$ cat src/rtl/simon_arbiter.sv
// rtl/simon_arbiter.sv - round-robin arbiter sharing one simon core between two requesters
module simon_arbiter #(
    parameter int TIMEOUT_CYC = 1024,
    parameter int CNT_W       = 11
) (
    input  logic         clk_i,
    input  logic         res_i,

    input  logic         req0_valid_i,
    output logic         req0_ready_o,
    input  logic         req0_ctrl_i,
    input  logic [255:0] req0_key_i,
    input  logic [127:0] req0_data_i,

    input  logic         req1_valid_i,
    output logic         req1_ready_o,
    input  logic         req1_ctrl_i,
    input  logic [255:0] req1_key_i,
    input  logic [127:0] req1_data_i,

    output logic         rsp0_valid_o,
    input  logic         rsp0_ready_i,
    output logic [127:0] rsp0_data_o,
    output logic         rsp0_err_o,

    output logic         rsp1_valid_o,
    input  logic         rsp1_ready_i,
    output logic [127:0] rsp1_data_o,
    output logic         rsp1_err_o,

    output logic         core_start_o,
    output logic         core_ctrl_o,
    output logic [255:0] core_keys_o,
    output logic [127:0] core_in_o,
    input  logic [127:0] core_out_i,
    input  logic         core_done_i,
    output logic         core_abort_o
);

    typedef enum logic [1:0] {
        S_IDLE,
        S_ISSUE,
        S_WAIT,
        S_RESP
    } state_t;

    localparam logic [CNT_W-1:0] CNT_LAST = CNT_W'(TIMEOUT_CYC - 1);

    state_t       state_q, state_d;
    logic [CNT_W-1:0] cnt_q, cnt_d;
    logic         last_grant_q, last_grant_d;
    logic         owner_q, owner_d;
    logic         ctrl_q, ctrl_d;
    logic [255:0] key_q, key_d;
    logic [127:0] in_q, in_d;
    logic [127:0] result_q, result_d;
    logic         err_q, err_d;

    logic         grant_any;
    logic         grant_id;
    logic         rsp_taken;

    // Pick a requester: a lone requester wins, contention alternates against last_grant
    always_comb begin
        grant_any = req0_valid_i | req1_valid_i;
        if (req0_valid_i && req1_valid_i) begin
            grant_id = ~last_grant_q;
        end else begin
            grant_id = req1_valid_i;
        end
    end

    assign rsp_taken = owner_q ? rsp1_ready_i : rsp0_ready_i;

    // Next-state logic and handshake/strobe outputs of the job FSM
    always_comb begin
        state_d      = state_q;
        cnt_d        = cnt_q;
        last_grant_d = last_grant_q;
        owner_d      = owner_q;
        ctrl_d       = ctrl_q;
        key_d        = key_q;
        in_d         = in_q;
        result_d     = result_q;
        err_d        = err_q;
        req0_ready_o = 1'b0;
        req1_ready_o = 1'b0;
        core_start_o = 1'b0;
        core_abort_o = 1'b0;

        unique case (state_q)
            S_IDLE: begin
                // Readys are held low while reset is asserted so no job is accepted and then lost
                req0_ready_o = ~res_i & grant_any & ~grant_id;
                req1_ready_o = ~res_i & grant_any & grant_id;
                if (grant_any) begin
                    owner_d      = grant_id;
                    last_grant_d = grant_id;
                    ctrl_d       = grant_id ? req1_ctrl_i : req0_ctrl_i;
                    key_d        = grant_id ? req1_key_i  : req0_key_i;
                    in_d         = grant_id ? req1_data_i : req0_data_i;
                    state_d      = S_ISSUE;
                end
            end
            S_ISSUE: begin
                core_start_o = 1'b1;
                cnt_d        = '0;
                state_d      = S_WAIT;
            end
            S_WAIT: begin
                cnt_d = cnt_q + 1'b1;
                // A done arriving on the last allowed cycle still counts as success
                if (core_done_i) begin
                    result_d = core_out_i;
                    err_d    = 1'b0;
                    state_d  = S_RESP;
                end else if (cnt_q == CNT_LAST) begin
                    core_abort_o = 1'b1;
                    result_d     = '0;
                    err_d        = 1'b1;
                    state_d      = S_RESP;
                end
            end
            S_RESP: begin
                if (rsp_taken) begin
                    state_d = S_IDLE;
                end
            end
            default: begin
                state_d = S_IDLE;
            end
        endcase
    end

    // State and job registers; reset drops any job in flight
    always_ff @(posedge clk_i) begin
        if (res_i) begin
            state_q      <= S_IDLE;
            cnt_q        <= '0;
            last_grant_q <= 1'b1;
            owner_q      <= 1'b0;
            ctrl_q       <= 1'b0;
            key_q        <= '0;
            in_q         <= '0;
            result_q     <= '0;
            err_q        <= 1'b0;
        end else begin
            state_q      <= state_d;
            cnt_q        <= cnt_d;
            last_grant_q <= last_grant_d;
            owner_q      <= owner_d;
            ctrl_q       <= ctrl_d;
            key_q        <= key_d;
            in_q         <= in_d;
            result_q     <= result_d;
            err_q        <= err_d;
        end
    end

    // Only the owning requester sees a response; the other channel stays quiet
    always_comb begin
        rsp0_valid_o = (state_q == S_RESP) & ~owner_q;
        rsp1_valid_o = (state_q == S_RESP) & owner_q;
        rsp0_data_o  = rsp0_valid_o ? result_q : '0;
        rsp1_data_o  = rsp1_valid_o ? result_q : '0;
        rsp0_err_o   = rsp0_valid_o & err_q;
        rsp1_err_o   = rsp1_valid_o & err_q;
    end

    assign core_ctrl_o = ctrl_q;
    assign core_keys_o = key_q;
    assign core_in_o   = in_q;

endmodule

$ cat config.mk
export PLATFORM = sky130hd
export DESIGN_NAME = simon_arbiter
export DESIGN_NICKNAME = d
export VERILOG_FILES = /design/src/rtl/simon_arbiter.sv
export SDC_FILE = /design/constraint.sdc
export NUM_CORES = 1
export LEC_CHECK = 0
export ABC_AREA = 1
export CAP_MARGIN = 15
export CELL_PAD_IN_SITES_DETAIL_PLACEMENT = 1
export CELL_PAD_IN_SITES_GLOBAL_PLACEMENT = 1
export CORE_AREA = 2 2 613 615
export DETAILED_ROUTE_END_ITERATION = 7
export DIE_AREA = 0 0 615 617
export GPL_TIMING_DRIVEN = 0
export PLACE_DENSITY = 0.33
export SLEW_MARGIN = 20
export SYNTH_ARGS = -nofsm -noshare
export SYNTH_HDL_FRONTEND = slang
export SYNTH_SLANG_ARGS = --single-unit
$ cat constraint.sdc
create_clock -name clk_i -period 4.7 [get_ports clk_i]
set_clock_uncertainty 0.05 [all_clocks]
set_input_delay 0.94 -clock clk_i [delete_from_list [all_inputs] [get_ports clk_i]]
set_output_delay 0.94 -clock clk_i [all_outputs]
set_load 0.1 [all_outputs]
==> key figures, run 1 <==
Run status
  • Outcome: complete, no violations

Floorplan
  • Die X: 615 um
  • DIE AREA: 379,000 sq um
  • Starting Density: 6.51%
  • Row Count: 225
  • Die Ht: 617 um
  • Ports: 1,554
  • Core Footprint: about 370,000 sq um

Min path
  • WHS Path Cells: 2
  • Hold path endpoint: core_in_o[118]$_SDFFE_PP0P_
  • Critical hold path startpoint: core_in_o[118]$_SDFFE_PP0P_
  • Type of the most critical hold path: flip-flop to flip-flop

Timing
  • Final Max Slew Viols: 0
  • Fmax: 218 MHz
  • Fin. Hold Viols: 0
  • Sum Neg Setup Slack: 0 ps
  • Slew margin rel.: 21.6%
  • Final period util: 97.7%
  • Measured slew at the worst slew-check pin: 1170 ps
  • Setup ws final: 110 ps
  • Min Tclk post-route: 4590 ps
  • # setup viols final: 0

Placed design
  • RePlAce Congestion: 0.869
  • # port buffers: between 1,500 and 2,000
  • Dpl cells: between 9,000 and 10,000
  • HPWL after detailed placement: 257 mm
  • Placement Setup Slack: -1010 ps

Setup path
  • FF-to-FF Start: last_grant_q$_SDFFE_PP1P_
  • Crit path launch type: flip-flop
  • Crit path capture type: output pin
  • R2R cell count: 7
  • Worst R2R Setup Slack: roughly 1400 ps
  • Maximum fanout along the worst path: 10
  • Critical path required time: 3710 ps
  • Worst R2R End: core_in_o[114]$_SDFFE_PP0P_
  • CP Class: flip-flop to output pin
  • Worst Path Arrival: between 3000 and 4000 ps

Power
  • Switching Fraction: between 50 and 60%
  • Part of the power in registers: 21.6%
  • Power density cells: 594 nW/um^2
  • Pleak: 15.8 nW
  • Psw: 15.6 mW
  • Clock share of power: about a quarter
  • Int Pwr: about 13 mW
  • Total power: 29.1 mW
  • Comb pwr share: 54.1%
  • Peak supply drop: between 0.0002 and 0.0003 V

CTS
  • CTS tree: done
  • Cts bufs inserted: 87
  • Sink Count: 529
  • Clock buffer depth: 4
  • CTS root buf: clkbuf_16
  • H-tree depth: 3
  • Clk pin slew, worst setup/hold paths: 50 ps
  • Clock Latency Late Sink: roughly 850 ps

Synthesis
  • Average size of a mapped cell: 7.48 sq um
  • Distinct cells, synth: 24
  • Synth Warn #: 0
  • Asr flop ratio synth: 0%
  • Synthesized area: 24,300 sq um
  • Syn Nets: 4,160
  • Post-Syn Instances: 3,250
  • Largest area contributor in the netlist: dfxtp_1
  • Number of flops mapped to enable cells by yosys: 0
  • Synth Flop Type: dfxtp_1
  • Top cells by area, synth: dfxtp_1, o211ai_1, a21oi_1
  • Seq/Total Area, Yosys: 43.6%
  • Area share of the largest cell type after synthesis: about 44%
  • #FFs+latches synth: 529

Detailed routing
  • Final WL: 295 mm
  • DR vias/cell: around 3.2
  • DRT iter0 DRCs: 1,722
  • Antenna-violating nets left: 0
  • # DRC: 0
  • WL/cell: 29.5 um
  • Via count: 31,636
  • DR pass1 iterations: 5

Layout
  • Filler-free cell count of the finished design: 9,997
  • Number of fill cells: 44,371
  • Final nets: 5,804
  • Commonest cells after routing, fill and taps aside: clkdlybuf4s50_1, nand2_1, dfxtp_1
  • Most common library cell in the layout ignoring fill and taps: clkdlybuf4s50_1
  • P&R area growth vs syn: 101%
  • Final core utilization: 13.1%
  • Layout cells sized above 1: about 17%

Global routing
  • Pin count of the biggest net entering global routing: 19
  • Vias in the first global route: 33,187
  • Initial antenna violation count: approximately 170
  • Global-route wire length before repair: approximately 370 mm
  • Total GRT Usage: 14.9%
  • GRT overflow: 0

Flow run
  • Maxcap violations: 0
[cells by family (layout without fill, tap and decap cells)]
kind of cell | Yosys count | count (layout) | share of synthesized area [%]
adders and majority gates | 5 | 5 | 0.257
buffers and inverters | 447 | 2151 | 7.68
AOI/OAI and AO/OA | 916 | 916 | 22.8
and+or+nand+nor | 1353 | 1353 | 25.7
other | 0 | 49 | 0
DFF | 529 | 529 | 43.6
[power by group through the flow]
stage / sequential (mW) / clock (mW) / combinational (mW)
5_1_grt: 6.42 / 7.53 / 16.5
6_report: 6.29 / 7.06 / 15.7
2_1_floorplan: 13.0 / 0 / 3.34
4_1_cts: 6.31 / 7.42 / 16.1
3_3_place_gp: 6.36 / 0 / 16.0
3_5_place_dp: 6.38 / 0 / 16.0
[cells in the mapped netlist (7+ instances only)]
cell,number
o211ai_1,385
buf_4,7
dfxtp_1,529
buf_2,127
clkbuf_1,150
inv_1,147
nand3_1,137
a21oi_1,524
or2_2,371
or2_1,14
nor2_1,283
buf_1,12
nand2_1,540
[routing by layer]
metal,vias up,wire [um],GRT usage [%]
li1,14275,-,-
met1,15599,115000,16.9
met2,1342,148000,26.8
met3,348,23100,4.75
met4,72,9020,3.90
met5,-,445,0
[flip-flops by register name, indices dropped and copies added (netlist names)]
register      count
core_in_o       128
owner_q           1
cnt_q            11
state_q           2
core_ctrl_o       1
core_keys_o     256
last_grant_q      1
err_q             1
result_q        128
[metrics by stage]
| step | area (sq um) | hold WS [ps] |
|---|---|---|
| 3_3_place_gp | 46100 | 399 |
| 6_report | 48900 | 412 |
| 2_1_floorplan | 24300 | 379 |
| 4_1_cts | 49000 | 413 |
| 5_1_grt | 48900 | 432 |
| 3_5_place_dp | 45900 | 397 |
[layout make-up]
cell class / instances / area [sq um] / share of cell area (%)
antenna: 49 / 123 / 0.251
timing repair buffer: 1556 / 15200 / 31.2
tap: 4994 / 6250 / 12.8
clock inverter: 29 / 462 / 0.944
multi-input combinational: 2274 / 11900 / 24.3
sequential: 529 / 10600 / 21.6
buffer: 296 / 1320 / 2.69
inverter: 150 / 571 / 1.17
clock buffer: 120 / 2500 / 5.11
[critical path: stages, from the launching register on]
cell,delay [ps]
dfxtp_1,390
ha_1,200
nand2_1,220
clkbuf_2,390
buf_1,410
nor2_1,520
buf_2,570
[what timing repair did]
action                     in CTS  in global routing
gates resized for setup       483                 78
hold buffers                    0                  0
setup buffers                   2                  0
pin swaps                       1                  0
setup endpoints to repair     227                 53
[worst max path at each step]
stage	startpoint	to	slack, ps	cells after the start
after floorplan	req1_valid_i	req0_ready_o	190	5
after global placement	req0_valid_i	req1_ready_o	-1720	8
after detailed placement	req0_valid_i	req1_ready_o	-1010	8
after CTS	state_q[1]$_SDFFE_PP0P_	rsp0_data_o[115]	0.07	6
after global routing	state_q[1]$_SDFFE_PP0P_	rsp0_data_o[32]	-0.1	6
final	state_q[1]$_SDFFE_PP0P_	rsp0_data_o[106]	110	6
No activity file was read; power rests on OpenSTA's default activity.
==> run 2: changes to the inputs <==
--- a/config.mk
+++ b/config.mk
@@ -6,6 +6,7 @@
 export NUM_CORES = 1
 export LEC_CHECK = 0
 export ABC_AREA = 1
+export ABC_CLOCK_PERIOD_IN_PS = 4700
 export CAP_MARGIN = 15
 export CELL_PAD_IN_SITES_DETAIL_PLACEMENT = 1
 export CELL_PAD_IN_SITES_GLOBAL_PLACEMENT = 1
==> results of run 2 <==
Final layout, timing and power as in run 1 (identical DEF).
==> run 3: changes to the inputs <==
--- a/config.mk
+++ b/config.mk
@@ -14,7 +14,7 @@
 export DETAILED_ROUTE_END_ITERATION = 7
 export DIE_AREA = 0 0 615 617
 export GPL_TIMING_DRIVEN = 0
-export PLACE_DENSITY = 0.33
+export PLACE_DENSITY_LB_ADDON = 0.1
 export SLEW_MARGIN = 20
 export SYNTH_ARGS = -nofsm -noshare
 export SYNTH_HDL_FRONTEND = slang
==> run 3 against run 2 <==
Against the previous run: utilization barely moved; final area is 0.33% lower; sequential power decreased by 1%; first-iteration DRC count decreased by 23%; routed wire length is 4.9% lower; total power decreased by 0.67%; count of clock-buffer cells in the layout is 23 higher; worst hold slack lost 3.4 ps; worst setup slack gained 41 ps; largest power group unchanged; combinational power about the same; final cell count barely moved.
==> key figures, run 3 (synthesized netlist as in run 1, its figures left out) <==
Timing
  • Slew margin rel.: 18.2% (-3.4 points)
  • # setup viols final: 0 (unchanged)
  • Fin. Hold Viols: 0 (unchanged)
  • Final Max Slew Viols: 0 (unchanged)
  • Min Tclk post-route: 4550 ps (-41.3 ps)
  • Fmax: 220 MHz (+0.91%)
  • Final period util: 96.8% (-0.88 points)
  • Setup ws final: 151 ps (+41.3 ps)
  • Measured slew at the worst slew-check pin: 1220 ps (+50.8 ps)
  • RSZ-0062 raised after global routing: false

CTS
  • Sink Count: 529 (unchanged)
  • CTS tree: done
  • Cts bufs inserted: 93 (+6.9%)
  • Clock Latency Late Sink: 820 ps (-30 ps)
  • Clk pin slew, worst setup/hold paths: 60 ps (about the same)
  • Clock buffer depth: 4 (unchanged)
  • H-tree depth: 3 (unchanged)
  • CTS root buf: clkbuf_16

Detailed routing
  • Final WL: 280 mm (-4.9%)
  • DRT iter0 DRCs: 1,319 (-23%)
  • # DRC: 0 (unchanged)
  • Antenna-violating nets left: 0 (unchanged)
  • Via count: 31,090 (-1.7%)
  • DR vias/cell: 3.11 (-1.7%)
  • WL/cell: 28.1 um (-4.9%)
  • DR pass1 iterations: 4 (-1)

Floorplan
  • DIE AREA: 379,000 sq um (unchanged)
  • Row Count: 225 (unchanged)
  • Core Footprint: 374,000 sq um (unchanged)
  • Starting Density: 6.51% (unchanged)
  • Ports: 1,554 (unchanged)
  • Die X: 615 um (unchanged)
  • Die Ht: 617 um (unchanged)

Power
  • Power density cells: 592 nW/um^2 (-0.34%)
  • Comb pwr share: 54.2% (about the same)
  • Switching Fraction: 54.1% (+0.57 points)
  • Pleak: 15.7 nW (-0.34%)
  • Psw: 15.6 mW (+0.38%)
  • Clock share of power: 24.3% (about the same)
  • Int Pwr: 13.2 mW (-1.9%)
  • Total power: 28.9 mW (-0.67%)
  • Peak supply drop: 0.000227 V (-23%)
  • Part of the power in registers: 21.5% (about the same)

Setup path
  • Worst Path Arrival: 3560 ps (-40 ps)
  • Critical Path Slowest Stage Cell: dlygate4sd2_1
  • Maximum fanout along the worst path: 10 (unchanged)
  • CP cell instances: ha_1 > nand2_1 > clkbuf_4 > clkbuf_1 > nor2_1 > dlygate4sd2_1
  • Crit path capture type: output pin
  • Worst R2R End: core_in_o[114]$_SDFFE_PP0P_
  • Critical path required time: 3710 ps (about the same)
  • Crit path launch type: flip-flop
  • FF-to-FF Start: last_grant_q$_SDFFE_PP1P_
  • Worst path bufs/invs: 3 (unchanged)
  • CP Class: flip-flop to output pin
  • Worst R2R Setup Slack: 1810 ps (+400 ps)
  • Peak per-stage delay on the critical path: 900 ps (+330 ps)
  • Top cell family by delay on the critical path: buffers and inverters
  • R2R cell count: 7 (unchanged)

Min path
  • Critical hold path startpoint: last_grant_q$_SDFFE_PP1P_
  • WHS Path Cells: 2 (unchanged)
  • Type of the most critical hold path: flip-flop to flip-flop
  • Hold path endpoint: last_grant_q$_SDFFE_PP1P_

Global routing
  • GRT overflow: 0 (unchanged)
  • Global-route wire length before repair: 358 mm (-3.0%)
  • Total GRT Usage: 14.2% (-0.68 points)
  • Initial antenna violation count: 189 (+13%)
  • Pin count of the biggest net entering global routing: 19 (unchanged)
  • Vias in the first global route: 32,778 (-1.2%)

Layout
  • Final Cell Area: 48,800 sq um (-0.33%)
  • Commonest cells after routing, fill and taps aside: clkdlybuf4s50_1, nand2_1, dfxtp_1
  • Most common library cell in the layout ignoring fill and taps: clkdlybuf4s50_1
  • P&R area growth vs syn: 101%
  • Final nets: 5,809 (+0.086%)
  • Flip-flop count of the largest register after layout: 256 (unchanged)
  • Filler-free cell count of the finished design: 9,998 (+0.010%)
  • Layout cells sized above 1: 17.6% (+0.42 points)
  • Final core utilization: 13.1% (-0.044 points)

Placed design
  • Placement Setup Slack: -1380 ps (-370 ps)
  • Dpl cells: 9,797 (-0.010%)
  • RePlAce Congestion: 0.810 (-6.8%)
  • # port buffers: 1,552 (unchanged)
  • DP Area: 45,800 sq um (-0.36%)
  • HPWL after detailed placement: 238 mm (-7.5%)

Run status
  • Outcome: complete, no violations

Flow run
  • Maxcap violations: 0 (unchanged)
[run 3: cell count changes in the layout (fill, tap and decap cells not counted), sizes merged, moves of 7 or more]
cell | before | now
clkdlybuf4s50 | 1296 | 1263
buf | 199 | 224
clkdlybuf4s15 | 99 | 118
diode | 49 | 38
clkbuf | 309 | 317
dlygate4sd2 | 61 | 69
bufinv | 10 | 3
[run 3: worst reg2reg max path: cells and delay by family, from the launching register on]
family / cells / cell delay [ps]
AOI/OAI and AO/OA: 2 / 490
buffers and inverters: 3 / 1530
DFF: 1 / 310
and+or+nand+nor: 2 / 400
[run 3: area by class of cell]
| class | instances | area [sq um] |
|---|---|---|
| clock inverters | 19 | 233 |
| plain buffers | 296 | 1320 |
| repair buffers | 1555 | 15200 |
| inverters | 150 | 567 |
| flip-flops and latches | 529 | 10600 |
| diodes | 38 | 95.1 |
| well taps | 4994 | 6250 |
| multi-input cells | 2274 | 11900 |
| fillers | 44267 | 325000 |
| clock buffers | 143 | 2680 |
[run 3: timing repair]
| action | 4_1_cts | 5_1_grt |
|---|---|---|
| endpoints found under the setup margin | 218 | 30 |
| hold buffers | 0 | 0 |
| setup buffers | 2 | 0 |
| pin swaps | 1 | 0 |
| gates resized for setup | 490 | 53 |
[run 3: how the worst max path moves through the flow]
stage	to	from	cells after the start	slack, ps
2_1_floorplan	req0_ready_o	req1_valid_i	5	190
3_5_place_dp	req0_ready_o	req1_valid_i	7	-1380
6_report	rsp0_data_o[98]	state_q[1]$_SDFFE_PP0P_	6	150
3_3_place_gp	req1_ready_o	req0_valid_i	8	-1640
4_1_cts	rsp1_data_o[126]	state_q[1]$_SDFFE_PP0P_	6	-70
5_1_grt	rsp0_data_o[17]	state_q[1]$_SDFFE_PP0P_	5	2
[run 3: layer usage]
metal  vias up  global-route usage, %  wire length [um]
met2      1226                   26.2            144000
li1      14299                      -                 -
met4        76                   2.33              4910
met1     15071                   16.1            112000
met3       418                   4.56             20000
met5         -                      0               496
[run 3: power by group through the flow]
stage | Clock (mW) | Combinational, mW | Sequential, mW
finish | 7.02 | 15.6 | 6.21
global route | 7.58 | 16.5 | 6.37
CTS | 7.50 | 16.1 | 6.25
detailed placement | 0 | 16.0 | 6.32
global placement | 0 | 16.2 | 6.30
floorplan | 0 | 3.34 | 13.0
[run 3: through the flow]
stage	hold WS, ps	TNS (ps)
floorplan	379	0
global placement	395	-8980
detailed placement	392	-2680
CTS	409	-176
global route	430	0
finish	409	0
